<file path="src/rtl/dbus_sram_responder.sv">
// D-bus responder that services single load/store cycles from a 16-bit asynchronous SRAM.
// Each access is split into 1/2/4 halfword beats with a programmable strobe width.
module dbus_sram_responder #(
  parameter int ADR_W       = 20,
  parameter int WAIT_STATES = 1
) (
  input  logic              clk_i,
  input  logic              reset_ni,
  input  logic              dcyc_i,
  input  logic              dstb_i,
  input  logic              dwe_i,
  input  logic [63:0]       dadr_i,
  input  logic [63:0]       ddat_i,
  input  logic [1:0]        dsiz_i,
  input  logic              dsigned_i,
  output logic [63:0]       ddat_o,
  output logic              dack_o,
  output logic [ADR_W-1:0]  sram_adr_o,
  input  logic [15:0]       sram_dat_i,
  output logic [15:0]       sram_dat_o,
  output logic              sram_dat_oe_o,
  output logic              sram_cs_no,
  output logic              sram_oe_no,
  output logic              sram_we_no,
  output logic              sram_ub_no,
  output logic              sram_lb_no
);

  // Handshake: a request is accepted only in IDLE when dcyc_i & dstb_i are both high;
  // completion is a single-cycle dack_o, and an access dropped via dcyc_i is never acked.
  typedef enum logic [1:0] {IDLE, SETUP, STROBE, ACK} state_e;

  localparam logic [3:0] WS_LAST = 4'(WAIT_STATES);

  state_e            state_q, state_d;
  logic [1:0]        k_q, k_d;
  logic [3:0]        ws_q, ws_d;
  logic              we_q, we_d;
  logic [1:0]        siz_q, siz_d;
  logic              sgn_q, sgn_d;
  logic [63:0]       wdat_q, wdat_d;
  logic [ADR_W:0]    adr_q, adr_d;
  logic [63:0]       asm_q, asm_d;
  logic [1:0]        last_k;

  logic [ADR_W-1:0]  base;
  logic [7:0]        bsel;
  logic [63:0]       result;
  logic              active;

  logic [ADR_W-1:0]  sram_adr_d;
  logic [15:0]       sram_dat_d;
  logic              dat_oe_d, cs_n_d, oe_n_d, we_n_d, ub_n_d, lb_n_d, dack_d;
  logic [63:0]       ddat_d;

  logic              unused_adr;
  assign unused_adr = ^dadr_i[63:ADR_W+1];

  always_comb begin
    state_d = state_q;
    k_d     = k_q;
    ws_d    = ws_q;
    we_d    = we_q;
    siz_d   = siz_q;
    sgn_d   = sgn_q;
    wdat_d  = wdat_q;
    adr_d   = adr_q;
    asm_d   = asm_q;
    last_k  = (siz_q == 2'd3) ? 2'd3 : (siz_q == 2'd2) ? 2'd1 : 2'd0;
    case (state_q)
      IDLE: begin
        if (dcyc_i && dstb_i) begin
          we_d    = dwe_i;
          siz_d   = dsiz_i;
          sgn_d   = dsigned_i;
          wdat_d  = ddat_i;
          adr_d   = dadr_i[ADR_W:0];
          asm_d   = '0;
          k_d     = 2'd0;
          ws_d    = 4'd0;
          state_d = SETUP;
        end
      end
      SETUP: begin
        ws_d    = 4'd0;
        state_d = STROBE;
      end
      STROBE: begin
        if (ws_q == WS_LAST) begin
          if (!we_q) asm_d[{k_q, 4'b0000} +: 16] = sram_dat_i;
          if (!dcyc_i) begin
            state_d = IDLE;
          end else if (k_q == last_k) begin
            state_d = ACK;
          end else begin
            k_d     = k_q + 2'd1;
            state_d = SETUP;
          end
        end else begin
          ws_d = ws_q + 4'd1;
        end
      end
      default: state_d = IDLE;
    endcase
  end

  // Pin values are computed from the next state so every SRAM control is a plain flop.
  always_comb begin
    base = adr_d[ADR_W:1];
    if (siz_d == 2'd2) base[0] = 1'b0;
    else if (siz_d == 2'd3) base[1:0] = 2'b00;
    active     = (state_d == SETUP) || (state_d == STROBE);
    sram_adr_d = base + {{(ADR_W-2){1'b0}}, k_d};
    sram_dat_d = (siz_d == 2'd0) ? {wdat_d[7:0], wdat_d[7:0]} : wdat_d[{k_d, 4'b0000} +: 16];
    dat_oe_d   = active && we_d;
    cs_n_d     = !active;
    oe_n_d     = !((state_d == STROBE) && !we_d);
    we_n_d     = !((state_d == STROBE) && we_d);
    ub_n_d     = 1'b1;
    lb_n_d     = 1'b1;
    if (active) begin
      if (we_d && (siz_d == 2'd0)) begin
        ub_n_d = !adr_d[0];
        lb_n_d = adr_d[0];
      end else begin
        ub_n_d = 1'b0;
        lb_n_d = 1'b0;
      end
    end
    bsel = adr_d[0] ? asm_d[15:8] : asm_d[7:0];
    case (siz_d)
      2'd0:    result = {{56{sgn_d & bsel[7]}}, bsel};
      2'd1:    result = {{48{sgn_d & asm_d[15]}}, asm_d[15:0]};
      2'd2:    result = {{32{sgn_d & asm_d[31]}}, asm_d[31:0]};
      default: result = asm_d;
    endcase
    dack_d = (state_d == ACK);
    ddat_d = (dack_d && !we_d) ? result : 64'd0;
  end

  always_ff @(posedge clk_i or negedge reset_ni) begin
    if (!reset_ni) begin
      state_q       <= IDLE;
      k_q           <= '0;
      ws_q          <= '0;
      we_q          <= 1'b0;
      siz_q         <= '0;
      sgn_q         <= 1'b0;
      wdat_q        <= '0;
      adr_q         <= '0;
      asm_q         <= '0;
      sram_adr_o    <= '0;
      sram_dat_o    <= '0;
      sram_dat_oe_o <= 1'b0;
      sram_cs_no    <= 1'b1;
      sram_oe_no    <= 1'b1;
      sram_we_no    <= 1'b1;
      sram_ub_no    <= 1'b1;
      sram_lb_no    <= 1'b1;
      dack_o        <= 1'b0;
      ddat_o        <= '0;
    end else begin
      state_q       <= state_d;
      k_q           <= k_d;
      ws_q          <= ws_d;
      we_q          <= we_d;
      siz_q         <= siz_d;
      sgn_q         <= sgn_d;
      wdat_q        <= wdat_d;
      adr_q         <= adr_d;
      asm_q         <= asm_d;
      sram_adr_o    <= sram_adr_d;
      sram_dat_o    <= sram_dat_d;
      sram_dat_oe_o <= dat_oe_d;
      sram_cs_no    <= cs_n_d;
      sram_oe_no    <= oe_n_d;
      sram_we_no    <= we_n_d;
      sram_ub_no    <= ub_n_d;
      sram_lb_no    <= lb_n_d;
      dack_o        <= dack_d;
      ddat_o        <= ddat_d;
    end
  end

endmodule

</file>
<file path="config.mk">
export PLATFORM = sky130hd
export DESIGN_NAME = dbus_sram_responder
export DESIGN_NICKNAME = d
export VERILOG_FILES = /design/src/rtl/dbus_sram_responder.sv
export SDC_FILE = /design/constraint.sdc
export NUM_CORES = 1
export LEC_CHECK = 0
export ABC_AREA = 1
export BUFFER_PORTS_ARGS = -buffer_cell sky130_fd_sc_hd__buf_2
export CELL_PAD_IN_SITES_DETAIL_PLACEMENT = 0
export CELL_PAD_IN_SITES_GLOBAL_PLACEMENT = 1
export CORE_MARGIN = 1.5
export CORE_UTILIZATION = 43
export CTS_CLUSTER_DIAMETER = 120
export DETAILED_ROUTE_END_ITERATION = 7
export HOLD_SLACK_MARGIN = 0.03
export PLACE_DENSITY_LB_ADDON = 0.3
export SLEW_MARGIN = 20
export SYNTH_ARGS = -nofsm -noshare
export SYNTH_HDL_FRONTEND = slang
export SYNTH_SLANG_ARGS = --single-unit
</file>
<file path="constraint.sdc">
create_clock -name clk_i -period 9 [get_ports clk_i]
set_clock_uncertainty 0.15 [all_clocks]
set_input_delay 1.8 -clock clk_i [delete_from_list [all_inputs] [get_ports clk_i]]
set_output_delay 1.8 -clock clk_i [all_outputs]
set_load 0.005 [all_outputs]
</file>
### Word level (Yosys, flattened, before mapping)

Cells that the tools add are included.

* register bits after elaboration: 268
* bits of input ports: 152
* output and inout port bits: 107

* add/subtract/negate cells: 4
* equality and inequality tests: 14
* shift operators: 3
* muxes and demuxes: 41
* bitwise operators: 3
* reductions and logical operators: 16

Operator list (count)
* $mux W64: 6
* $pmux W64 S3: 1
* $pmux W64 S2: 1
* $bwmux W64: 1
* $shift A16 B8 Y64 const A: 1
* $shiftx A16 B8 Y64: 1
* $shiftx A64 B7 Y16: 1
* $mux W21: 2
* $mux W2: 12
* $add A20 B2 Y20: 1
* $mux W16: 1
* $eq A2 B2 Y1 const B: 7
* $pmux W4 S3: 1
* $mux W1: 11
* $mux W4: 2
* $mux W8: 1
* $neg A6 Y8: 1
* $eq A2 B1 Y1 const B: 3
* $logic_and A1 B1 Y1: 6
* $pmux W2 S3: 1
* $logic_not A1 Y1: 5
* $add A4 B1 Y4 const B: 1
* $eq A4 B1 Y1 const B: 1
* $logic_not A2 Y1: 2
* 8 further kinds: 11

### Logic depth before layout (Yosys ltp)

* word-level depth: 11
* gate-level depth with buffers: 18
* gate-level depth less buffers: 16

### Least setup slack after synthesis

No wires, ideal clock.

* path kind: input-to-reg
* start point: input dcyc_i
* end point: register sram_adr_o[17]
* setup time: 0.118 ns
* data arrival time: 4.169 ns
* path slack: 4.563 ns
* cell stages on the path: 18
* cell sequence: nand2_1 inv_1 nand2_4 inv_1 buf_4 buf_2 buf_2 or2_2 o21ai_0 nor2_1 ha_1 a21oi_1 nor2_1 nand3_1 nor2_1 nand2_1 xor2_1 inv_1

* longest elaborated chain between the ends: 7
* elaborated cells on any way between the ends: 15
* those cells by class: add/sub: 1; eq/ne: 2; mux: 11; reduce/logical: 1

Ends and longest elaborated chain
* start, declared: line 9 `input logic dcyc_i,`
* $logic_and A1 B1 Y1: line 72 `if (dcyc_i && dstb_i) begin`
* $mux W2: line 72
* $mux W2: line 70 `case (state_q)`
* $eq A2 B2 Y1: line 111 `else if (siz_d == 2'd3) base[1:0] = 2'b00;`
* $mux W2: line 111
* $mux W1: line 110 `if (siz_d == 2'd2) base[0] = 1'b0;`
* $add A20 B2 Y20 (*): line 113 `sram_adr_d = base + {{(ADR_W-2){1'b0}}, k_d};`
* via sram_adr_d[17]: line 51 `logic [ADR_W-1:0] sram_adr_d;`
* end signal, assigned: line 172 `sram_adr_o <= sram_adr_d;`
* end, declared: line 18 `output logic [ADR_W-1:0] sram_adr_o,`

Mark *: on every way through the listed nets, which the timed path passes. The rest lies on a longest branch.
A chain may end at the register's enable or synchronous reset.

### Worst setup path after layout

* start point: input dcyc_i
* end point: register ddat_o[56]

* elaborated cells on any way between the ends: 27
* those cells by class: eq/ne: 3; mux: 17; bitwise: 3; reduce/logical: 4

RTL lines
* $mux W2 or $logic_and A1 B1 Y1 (tied branches): line 91, 72
* $mux W2 (on tied branches): line 89, 72
* $pmux W2 S3 (*): line 70
* via state_d[0]: line 35 `state_e state_q, state_d;`
* $eq A2 B2 Y1 (*): line 137 `dack_d = (state_d == ACK);`
* via dack_d: line 53 `logic dat_oe_d, cs_n_d, oe_n_d, we_n_d, ub_n_d, lb_n_d, dack_d;`
* $logic_and A1 B1 Y1 (*): line 138 `ddat_d = (dack_d && !we_d) ? result : 64'd0;`
* $mux W64 (*): line 138
* via ddat_d[56]: line 54 `logic [63:0] ddat_d;`
* end signal, assigned: line 181 `ddat_o <= ddat_d;`
* end, declared: line 16 `output logic [63:0] ddat_o,`

Marks and branches as above.

==> metrics.txt <==
Post-Layout Cell Count=1895; dpl cells=1839; CP startpoint=dcyc_i; Tcrit/Tclk final=57.4%; Power Density=319 mW/mm²; crit path cell chain=buf_2, nand2_1, inv_1, nand2_4, inv_2, buf_4, a21oi_1, inv_1, ha_1, nand2_1, inv_1, nand3_4, nor2_1; Max VDD drop=roughly 160 µV; fillers=about 2500; Via-to-Cell Ratio=5.01; CTS tree=done; post-route setup TNS=0 ns; die area=roughly 0.028 mm²; worst-path maximum fanout=38; core area=between 0.02 and 0.03 mm²; total number of vias=roughly 9500; Synth Warn #=0; mean post-synth cell area=8.63 µm²; area leader, netlist=dfrtp_1; Post-Place Worst Slack=3.21 ns; largest net degree at the start of global routing=140; HP Start=wdat_q[37]; fin nets=1699; WHS=0.327 ns; overall routing resource usage=22.9%; share of the synthesized area in the top cell type=56.9%; CP startpoint kind=input pin; cts bufs inserted=29; post-cts resize count=0; Port Buffers=215; Final Routed Wirelength=31900 µm; CP bufs+invs=6; Worst-Margin Slew=1.07 ns; commonest cells in the netlist=nand2_1 (465), dfrtp_1 (263), nand3_1 (126); kind of cell adding the most delay to the critical path=buffers and inverters; synth top area cells=dfrtp_1 (57%), nand2_1 (15%), nand3_1 (5.5%); gr ovfl total=0; overall die width=167 µm; CP max stage cell=inv_1; Rows=59; Synth Net Count=1502; leak pwr=7.55 nW; Die H=167 µm; fin util=52.8%; clock root buffer=clkbuf_16; Final Total Pwr=4.41 mW; Setup CP Type=input pin to flop; post-synthesis cell type count=40; synthesized flop and latch total=about 270; Final Hold Vio Count=0; RePlAce Congestion=0.847; later-pin clock latency in the skew report=0.55 ns; final setup violation count=0; max-cap violation count=0; Tmin final=~5.2 ns; H-tree depth=1; final setup margin=3.84 ns; crit path capture type=flop; Post-synth top flop=dfrtp_1; Layout area overhead=19.7%; WP data arrival=between 5 and 6 ns; DP Wirelength=21900 µm; WL per Instance=16.8 µm; Final Slew Violations=0; status=complete, no violations; Hold/Removal Path Class=flop to flop; DP Area=0.0128 mm²; drt drc=0; RSZ-0062 raised after global routing=no; worst endpoint required time=9.31 ns; Hold Buf Count CTS=0; Max clock buf depth=3; Worst R2R Start=k_q[0]; count leader, synth=nand2_1; Post-CTS Setup Bufs=0; Post-DRT Antenna Nets=0; post-synthesis sequential area ratio=58.1%; Crit path largest cell delay=0.71 ns; most frequent CP cell=inv_1; drt first pass iters=5; initial antenna violation count=1; Post-synth EDFFs=0; IO Count=259; vias in the first global route=just over 9000; Async S/R FF share, synth=100%; layout cells sized above 1=19.2%; Mapped Area=between 0.01 and 0.015 mm²; maximum clock frequency=around 190 MHz; CTS Sinks=~270; CTS clk-pin slew, worst paths=0.06 ns; worst rel slew slack=28.9%; post-layout instance area=0.0138 mm²; first-pass GRT wire length=50600 µm; Post-Synthesis Cells=1339; initial core utilization=around 44%; 1st-iter DRT viols=607
## metal layers
| layer | share of wire [%] | vias up | track usage (%) |
|---|---|---|---|
| met5 | 0 | - | 0 |
| met4 | 2.6 | 0 | 6.48 |
| met3 | 6.2 | 51 | 4.18 |
| met2 | 46 | 303 | 35.7 |
| met1 | 45 | 4516 | 32.9 |
| li1 | - | 4626 | - |
## layout by cell type (no fill, tap or decap), drive strengths merged, types with 4 or more instances in the layout
cell    netlist  layout
nand4        12      12
nor2        120     120
clkbuf       24      43
buf          32     222
a21oi        21      21
a21boi        6       6
xnor2         4       4
dfrtp       263     263
o31ai        11      11
inv         119     120
clkinv        2       9
o22ai        13      13
o21ai        62      62
xor2         15      15
nand3       129     129
ha           10      10
nand2       472     472
nor3          8       8
dfstp         5       5
## sequential cells by signal, indices dropped and copies added (netlist names), 4 cells and up
name and flops:
asm_q 64, sram_adr_o 20, adr_q 21, sram_dat_o 16, wdat_q 64, ws_q 4, ddat_o 64
## worst min-delay path, delay by kind of cell (launching register included)
family | cells | cell delay (ns)
flip-flops | 1 | 0.32
AND/OR/NAND/NOR | 2 | 0.12
## path summary, 6_finish.rpt
path / cells past startpoint / slack [ns] / end
min reg2reg: 2 / 0.33 / wdat_q[37]
max: 13 / 3.84 / ddat_o[56]
max reg2reg: 14 / 4.35 / sram_adr_o[17]
max in group asynchronous: 3 / 6.23 / wdat_q[35]
min in group asynchronous: 1 / 1.01 / asm_q[35]
min: 2 / 0.33 / wdat_q[37]
## cell families after synthesis
logic type / synth area share, %
XOR/XNOR: 1.44
AO/OA/AOI/OAI: 5.71
adder cells (fa/ha/maj): 1.26
flip-flops: 58.1
buffers and inverters: 6.63
AND/OR/NAND/NOR: 26.9
## power breakdown
group	switching [mW]	total (mW)	internal, mW
Sequential	0.136	1.68	1.55
Clock	0.483	1.23	0.750
Combinational	1.04	1.50	0.464
Total	1.65	4.41	2.76
## layout make-up
cell class	count	area, µm²	area share, %
Sequential cell	268	6710	48.5
Multi-Input combinational cell	894	4080	29.5
Timing Repair Buffer	222	1170	8.46
Clock buffer	43	868	6.27
Inverter	121	454	3.28
Tap cell	335	419	3.03
Clock inverter	11	134	0.967
Antenna cell	1	2.50	0.0181
Note: power is estimated with default switching activity, not from simulation.
